File: config.mk
export PLATFORM = sky130hd
export DESIGN_NAME = ff_bank_rr_ctrl
export DESIGN_NICKNAME = d
export VERILOG_FILES = /design/src/rtl/ff_bank_pkg.sv /design/src/rtl/ff_bank_rr_arb.sv /design/src/rtl/ff_bank_rr_ctrl.sv
export SDC_FILE = /design/constraint.sdc
export NUM_CORES = 1
export LEC_CHECK = 0
export CELL_PAD_IN_SITES_DETAIL_PLACEMENT = 0
export CELL_PAD_IN_SITES_GLOBAL_PLACEMENT = 2
export CORE_AREA = 2 2 92 94
export DETAILED_ROUTE_END_ITERATION = 10
export DIE_AREA = 0 0 94 96
export DONT_BUFFER_PORTS = 1
export PLACE_DENSITY_LB_ADDON = 0.1
export SYNTH_ARGS = -nofsm -noshare
export SYNTH_HDL_FRONTEND = slang
export SYNTH_HIERARCHICAL = 1
export SYNTH_SLANG_ARGS = --single-unit
export TNS_END_PERCENT = 100
File: constraint.sdc
create_clock -name clk -period 2.35 [get_ports clk]
set_input_delay 0.47 -clock clk [delete_from_list [all_inputs] [get_ports clk]]
set_output_delay 0.47 -clock clk [all_outputs]
set_load 0.005 [all_outputs]
File: src/rtl/ff_bank_pkg.sv
// ff_bank_pkg: shared FSM state and pointer encodings
// for the round-robin flop-bank write controller.
package ff_bank_pkg;

  typedef enum logic [1:0] {
    ST_IDLE = 2'd0,
    ST_GNT0 = 2'd1,
    ST_GNT1 = 2'd2
  } state_t;

  localparam logic PTR_REQ0 = 1'b0;
  localparam logic PTR_REQ1 = 1'b1;

endpackage

File: src/rtl/ff_bank_rr_arb.sv
// ff_bank_rr_arb: round-robin req/gnt FSM for two writers.
// Grants decode from registered state only.
module ff_bank_rr_arb
  import ff_bank_pkg::*;
(
  input  logic clk,
  input  logic rst_n,
  input  logic req0,
  input  logic req1,
  output logic gnt0,
  output logic gnt1,
  output logic busy,
  output logic wr_sel
);

  state_t state, state_nxt;
  logic   ptr, ptr_nxt;

  // state and pointer registers, synchronous reset
  always_ff @(posedge clk) begin
    if (!rst_n) begin
      state <= ST_IDLE;
      ptr   <= PTR_REQ0;
    end else begin
      state <= state_nxt;
      ptr   <= ptr_nxt;
    end
  end

  // next state: the granted requester's own req is ignored
  always_comb begin
    state_nxt = state;
    ptr_nxt   = ptr;
    unique case (state)
      ST_IDLE: begin
        if (req0 && req1)
          state_nxt = (ptr == PTR_REQ0) ? ST_GNT0 : ST_GNT1;
        else if (req0)
          state_nxt = ST_GNT0;
        else if (req1)
          state_nxt = ST_GNT1;
        else
          state_nxt = ST_IDLE;
      end
      ST_GNT0: begin
        ptr_nxt   = PTR_REQ1;
        state_nxt = req1 ? ST_GNT1 : ST_IDLE;
      end
      ST_GNT1: begin
        ptr_nxt   = PTR_REQ0;
        state_nxt = req0 ? ST_GNT0 : ST_IDLE;
      end
      default: begin
        state_nxt = ST_IDLE;
      end
    endcase
  end

  // outputs decoded from the state register
  always_comb begin
    gnt0   = 1'b0;
    gnt1   = 1'b0;
    busy   = 1'b0;
    wr_sel = 1'b0;
    unique case (1'b1)
      (state == ST_GNT0): begin
        gnt0 = 1'b1;
        busy = 1'b1;
      end
      (state == ST_GNT1): begin
        gnt1   = 1'b1;
        busy   = 1'b1;
        wr_sel = 1'b1;
      end
      default: begin
        busy = 1'b0;
      end
    endcase
  end

endmodule

File: src/rtl/ff_bank_rr_ctrl.sv
// ff_bank_rr_ctrl: flop bank, write mux and read register.
// Optional write-through forwarding: FF_BANK_BYPASS_EN.
module ff_bank_rr_ctrl
  import ff_bank_pkg::*;
#(
  parameter int WIDTH = 8,
  parameter int DEPTH = 4,
  parameter int AW    = 2
) (
  input  logic             clk,
  input  logic             rst_n,
  input  logic             req0,
  input  logic [AW-1:0]    addr0,
  input  logic [WIDTH-1:0] wdata0,
  output logic             gnt0,
  input  logic             req1,
  input  logic [AW-1:0]    addr1,
  input  logic [WIDTH-1:0] wdata1,
  output logic             gnt1,
  input  logic [AW-1:0]    raddr,
  output logic [WIDTH-1:0] rdata,
  output logic             busy
);

  logic [WIDTH-1:0] bank [DEPTH];
  logic             wr_sel;
  logic [AW-1:0]    waddr;
  logic [WIDTH-1:0] wdata;
  logic             wr_ok;
  logic             rd_ok;

  ff_bank_rr_arb u_arb (
    .clk    (clk),
    .rst_n  (rst_n),
    .req0   (req0),
    .req1   (req1),
    .gnt0   (gnt0),
    .gnt1   (gnt1),
    .busy   (busy),
    .wr_sel (wr_sel)
  );

  // write mux follows the granted requester
  always_comb begin
    waddr = wr_sel ? addr1 : addr0;
    wdata = wr_sel ? wdata1 : wdata0;
  end

  if (DEPTH < (2 ** AW)) begin : g_part
    assign wr_ok = 32'(waddr) < DEPTH;
    assign rd_ok = 32'(raddr) < DEPTH;
  end else begin : g_full
    assign wr_ok = 1'b1;
    assign rd_ok = 1'b1;
  end

  // bank load on the closing edge of a grant cycle
  always_ff @(posedge clk) begin
    if (!rst_n) begin
      for (int i = 0; i < DEPTH; i++)
        bank[i] <= '0;
    end else if (busy && wr_ok) begin
      bank[waddr] <= wdata;
    end
  end

  // registered read, out-of-range reads give 0
  always_ff @(posedge clk) begin
    if (!rst_n) begin
      rdata <= '0;
`ifdef FF_BANK_BYPASS_EN
    end else if (busy && wr_ok && (waddr == raddr)) begin
      rdata <= wdata;
`endif
    end else if (rd_ok) begin
      rdata <= bank[raddr];
    end else begin
      rdata <= '0;
    end
  end

endmodule
==> flow_summary.json, run 1 <==
{
  "status": "finished, final reports clean",
  "cp-end-kind": "register",
  "synth_fp_nets": 163,
  "finalSetupTns_ns": 0,
  "wl_per_cell_um": 18.57,
  "start_util": 0.2423,
  "clock_latency_ns": 0.30,
  "p_leak_nw": 0.7355,
  "yosysWarnings": 6,
  "die_h_um": 96,
  "cts.sinks": 43,
  "grt_pass1_wl_um": 7038,
  "drive_above_1_share": 0.2270,
  "grt_util_all_layers": 0.1101,
  "report.final.setup_viol": 0,
  "grt_pass1_vias": 1207,
  "skew_ns": 0.004525,
  "nets": 170,
  "postRouteAntennaNets": 0,
  "r2r-end": "bank[3][7]",
  "cts_setup_buffers": 0,
  "holdCritStartpoint": "rst_n",
  "busiest_layer": "met2",
  "routed_wl_um": 4569,
  "critPathArrivalTime_ns": 1.98,
  "grt_use_met3": 0.02819,
  "rows": 33,
  "ir_drop_mv": 0.2734,
  "path_clk_slew_ns": 0.09,
  "ys_seq_elements": 43,
  "globalplace.congestion": 0.6824,
  "r2r_slack_ns": 0.38,
  "utilization": 0.2746,
  "die_x_um": 94,
  "start_kind": "register",
  "vias": 1169,
  "hold_buffers": 0,
  "maxSlewViolCount": 0,
  "hold_depth": 1,
  "areaGrowthSynthToFinish_pct": 13.34,
  "cts_inserted_buffers": 5,
  "gr-total-overflow": 0,
  "dieArea_mm2": 0.009024,
  "syn_area_mm2": 0.001951,
  "dr.pass1.iters": 4,
  "layout_setup_ws_ns": 0.3755,
  "syn_avg_cell_area_um2": 14.67,
  "crit_path_start": "u_arb/state[0]",
  "antennaDiodeCount": 0,
  "cts_tree": "yes",
  "route.detailed.drc": 0,
  "cts_root_buf": "clkbuf_8",
  "post_drt_via_cell_ratio": 4.752,
  "io_pins": 37,
  "cp_data_required_time_ns": 2.35,
  "grt_max_degree": 33,
  "fmax_mhz": 506.5,
  "design.core.area_mm2": 0.008051,
  "power.density_mw_per_mm2": 760.3,
  "worst-setup-path-type": "reg2reg",
  "hpwl_um": 3192,
  "synth_seq_area_share": 0.6055,
  "synth_cell_types": 25,
  "final-hold-violation-count": 0,
  "fillCellCount": 831,
  "rsz0062_at_grt": "no",
  "gr-usage-met1": 0.1392,
  "antenna_found_initial": 0,
  "post-place-ws_ns": 0.3663,
  "min_period_ns": 1.974,
  "tightest_slew_ns": 0.4572,
  "clockBufferDepth": 2,
  "crit_path_max_fanout": 8,
  "synthCells": 133,
  "final.period_utilization": 0.8402,
  "relSlewSlack": 0.6865,
  "postCtsResizedCells": 0,
  "whs_endpoint": "rdata[5]",
  "r2r_start": "u_arb/state[0]",
  "h-tree-depth": 2,
  "numPortBuffers": 0,
  "hold_class": "in2reg",
  "r2r_cells": 6,
  "grt.met2_usage": 0.1845,
  "cap_viol_max_count": 0,
  "drtIter0Drc": 44
}
-- registers in the layout, indices dropped and copies added, names as in the netlist --
signal / flops
rdata: 8
u_arb/ptr: 1
bank: 32
u_arb/state: 2
-- cells in the final DEF (no fill, tap or decap) --
cell / Yosys / layout
clkbuf_8: 0 / 5
nor4_2: 1 / 1
and2_1: 8 / 8
mux2i_2: 1 / 1
a21oi_1: 2 / 2
o211a_1: 1 / 1
nor4_1: 23 / 23
nand2b_1: 1 / 1
clkinv_2: 0 / 1
nor4bb_1: 1 / 1
mux2i_1: 8 / 8
and4bb_2: 1 / 1
mux2i_4: 1 / 1
edfxtp_1: 32 / 32
inv_1: 3 / 3
mux2_2: 1 / 1
buf_4: 1 / 10
nand2_1: 3 / 3
mux4_2: 8 / 8
bufinv_16: 0 / 1
nor2_1: 8 / 8
mux2_4: 1 / 1
o31ai_1: 4 / 4
clkinv_4: 0 / 1
ha_1: 4 / 4
dfxtp_1: 11 / 11
-- worst max-delay path by stage --
stage / to / slack [ns] / cells past startpoint
6_report: bank[3][7] / 0.38 / 6
5_1_grt: bank[1][3] / 0.27 / 6
4_1_cts: bank[3][7] / 0.35 / 6
3_5_place_dp: bank[3][2] / 0.37 / 6
3_3_place_gp: bank[3][3] / 0.45 / 6
2_1_floorplan: bank[3][0] / 0.07 / 6
-- Yosys cell counts, drive strengths merged --
| cell | n | area, um^2 |
|---|---|---|
| ha | 4 | 50.05 |
| mux4 | 8 | 180.2 |
| inv | 3 | 11.26 |
| and4bb | 1 | 12.51 |
| nor4bb | 1 | 10.01 |
| o211a | 1 | 10.01 |
| and2 | 8 | 50.05 |
| nand2b | 1 | 6.260 |
| clkbuf | 5 | 18.77 |
| mux2 | 2 | 26.27 |
| nor4 | 24 | 156.4 |
| mux2i | 10 | 116.4 |
| dfxtp | 11 | 220.2 |
| buf | 5 | 40.04 |
| a21oi | 2 | 10.01 |
| o31ai | 4 | 30.03 |
| edfxtp | 32 | 960.9 |
| nor2 | 8 | 30.03 |
| nand2 | 3 | 11.26 |
-- cell type report --
type / instances / area [um^2] / area share
flip-flops and latches: 43 / 1181 / 0.5342
clock inverters: 3 / 43.79 / 0.01981
repair buffers: 10 / 75.07 / 0.03396
multi-input cells: 77 / 699.4 / 0.3164
inverters: 3 / 11.26 / 0.005093
well taps: 105 / 131.4 / 0.05942
clock buffers: 5 / 68.82 / 0.03113
-- report_power, final --
part	total (mW)	internal, mW	switching [mW]	leakage (nW)
sequential	0.893	0.873	0.0199	0.424
clock	0.586	0.317	0.269	0.0581
combinational	0.202	0.0851	0.116	0.254
-- kinds of logic (layout without fill, tap and decap cells) --
family | Yosys count | count (layout) | synth area share
adders and majority gates | 4 | 4 | 0.02566
buffers and inverters | 13 | 21 | 0.03592
muxes | 20 | 20 | 0.1655
AOI/OAI and AO/OA | 7 | 7 | 0.02566
and+or+nand+nor | 46 | 46 | 0.1418
DFF | 43 | 43 | 0.6055
-- metrics by stage --
step / power, mW / area, um^2 / cells / hold WS [ns]
2_1_floorplan: 1.060 / 1951 / 133 / 0.4845
3_3_place_gp: 1.114 / 2098 / 238 / 0.5112
3_5_place_dp: 1.118 / 2098 / 238 / 0.5067
4_1_cts: 1.704 / 2211 / 246 / 0.2775
5_1_grt: 1.752 / 2211 / 246 / 0.2796
6_report: 1.681 / 2211 / 246 / 0.2905
-- metal layers --
layer | up-vias | share of wire
li1 | 539 | -
met1 | 590 | 0.44
met2 | 34 | 0.51
met3 | 6 | 0.040
met4 | 0 | 0.014
met5 | - | 0
-- critical path, stage by stage, from the launching register on --
cell and delay [ns]:
dfxtp_1 0.37, inv_1 0.08, ha_1 0.26, buf_4 0.22, mux2i_4 0.23, o31ai_1 0.27
buf_4 0.25
Note: power is estimated with default switching activity, not from simulation.
==> run 2, diff against run 1 <==
==> constraint.sdc (replaced) <==
create_clock -name clk -period 2 [get_ports clk]
set_input_delay 0.4 -clock clk [delete_from_list [all_inputs] [get_ports clk]]
set_output_delay 0.4 -clock clk [all_outputs]
set_load 0.005 [all_outputs]
==> run 2 against run 1 <==
  * Register-to-register slack got worse by 0.21 ns
  * Cell count rose by 2.8%
  * Final area up 4.5%
  * Sequential share of layout area down 2.3 points
  * Worst setup slack got worse by 0.21 ns
  * Wire length up 4.5%
  * Combinational power increased by 41%
  * Clock power down 7.8%
  * Hold slack worse by 0.065 ns
  * Critical endpoint is now bank[3][4]
  * Largest cell class unchanged
==> flow_summary.json, run 2 (synthesized netlist as in run 1, its figures left out) <==
{
  "skew_ns": 0.007395,
  "final.period_utilization": 0.9174,
  "vias": 1192,
  "grt_max_degree": 33,
  "top_register": "bank",
  "antenna_found_initial": 0,
  "critPathArrivalTime_ns": 1.84,
  "drive_above_1_share": 0.2838,
  "cp_data_required_time_ns": 2.01,
  "cts_root_buf": "clkbuf_8",
  "final_common_cell": "edfxtp_1",
  "route.detailed.drc": 0,
  "cp.depth": 6,
  "dr.pass1.iters": 4,
  "gr-total-overflow": 0,
  "tightest_slew_ns": 0.4376,
  "worst-setup-path-type": "reg2reg",
  "cts.sinks": 43,
  "dieArea_mm2": 0.009024,
  "final_cell_mix": "edfxtp_1 (32), nor4_1 (23), buf_4 (15)",
  "numPortBuffers": 0,
  "utilization": 0.2869,
  "design.core.area_mm2": 0.008051,
  "status": "finished, final reports clean",
  "finalSetupTns_ns": 0,
  "cpMostUsedCell": "buf_4",
  "ir_drop_mv": 0.2368,
  "relSlewSlack": 0.6999,
  "path_clk_slew_ns": 0.08,
  "cap_viol_max_count": 0,
  "die_x_um": 94,
  "hold_depth": 1,
  "slowest_delay_ns": 0.37,
  "routed_wl_um": 4776,
  "cts_tree": "yes",
  "p_total_mw": 1.873,
  "grt_pass1_wl_um": 7603,
  "clock_latency_ns": 0.29,
  "crit_buf_inv": 3,
  "critPathTopFamily": "buffers and inverters",
  "hpwl_um": 3440,
  "reg_top3": "bank (32), rdata (8), u_arb/state (2)",
  "rsz0062_at_grt": "no",
  "hold_class": "in2reg",
  "drtIter0Drc": 59,
  "cp-end-kind": "register",
  "io_pins": 37,
  "h-tree-depth": 2,
  "min_period_ns": 1.835,
  "dp_cells": 244,
  "power.density_mw_per_mm2": 810.8,
  "postRouteAntennaNets": 0,
  "clockBufferDepth": 2,
  "start_kind": "register",
  "nets": 177,
  "maxSlewViolCount": 0,
  "start_util": 0.2423,
  "globalplace.congestion": 0.6945,
  "postLayoutCellArea_mm2": 0.002310,
  "fmax_mhz": 545.0,
  "wl_per_cell_um": 18.88,
  "placed_area_mm2": 0.002193,
  "p_leak_nw": 0.7728,
  "final-hold-violation-count": 0,
  "die_h_um": 96,
  "antennaDiodeCount": 0,
  "crit_chain": "inv_1 > ha_2 > buf_4 > mux2i_4 > o31ai_2 > buf_4",
  "hold_buffers": 0,
  "report.final.setup_viol": 0,
  "finalNonFillerCells": 253,
  "crit_path_max_fanout": 7,
  "areaGrowthSynthToFinish_pct": 18.41,
  "grt_util_all_layers": 0.1190,
  "r2r_cells": 6,
  "grt_pass1_vias": 1258,
  "largest_register_ffs": 32,
  "critPathSlowestCell": "dfxtp_1",
  "rows": 33,
  "post_drt_via_cell_ratio": 4.711,
  "cts_inserted_buffers": 5
}
[run 2: layout make-up]
| class | count | area [um^2] |
|---|---|---|
| fillers | 841 | 5742 |
| flip-flops and latches | 43 | 1181 |
| multi-input cells | 77 | 752.0 |
| repair buffers | 17 | 152.6 |
| well taps | 105 | 131.4 |
| clock buffers | 7 | 76.32 |
| inverters | 3 | 11.26 |
| clock inverters | 1 | 5.005 |
[run 2: stage by stage]
| step | hold slack (ns) | setup slack [ns] |
|---|---|---|
| floorplan | 0.4845 | -0.04610 |
| global placement | 0.5003 | 0.09237 |
| detailed placement | 0.5035 | 0.07625 |
| CTS | 0.2153 | 0.06739 |
| global route | 0.2126 | 0.02556 |
| finish | 0.2250 | 0.1652 |
[run 2: path summary, 6_finish.rpt]
check | from | endpoint | slack [ns]
max reg2reg | u_arb/state[0] | bank[3][4] | 0.17
max | u_arb/state[0] | bank[3][4] | 0.17
min | rst_n | rdata[7] | 0.23
min reg2reg | u_arb/ptr | u_arb/ptr | 0.52
[run 2: metal layers]
metal  global-route usage  share of wire  vias to the layer above
met2               0.1923           0.49                       34
li1                     -              -                      552
met5                    0              0                        -
met4              0.03623          0.014                        0
met3              0.03289          0.050                        6
met1               0.1564           0.44                      600
[run 2: power breakdown]
group | switching (mW) | total [mW] | leakage, nW | internal [mW]
registers | 0.0217 | 1.05 | 0.424 | 1.03
clock network | 0.295 | 0.540 | 0.0422 | 0.246
logic | 0.154 | 0.285 | 0.307 | 0.131
[run 2: what timing repair did]
item                                    in CTS  in global routing
endpoints found under the setup margin       0                 39
resized for setup                            0                  3
setup buffers                                0                  1
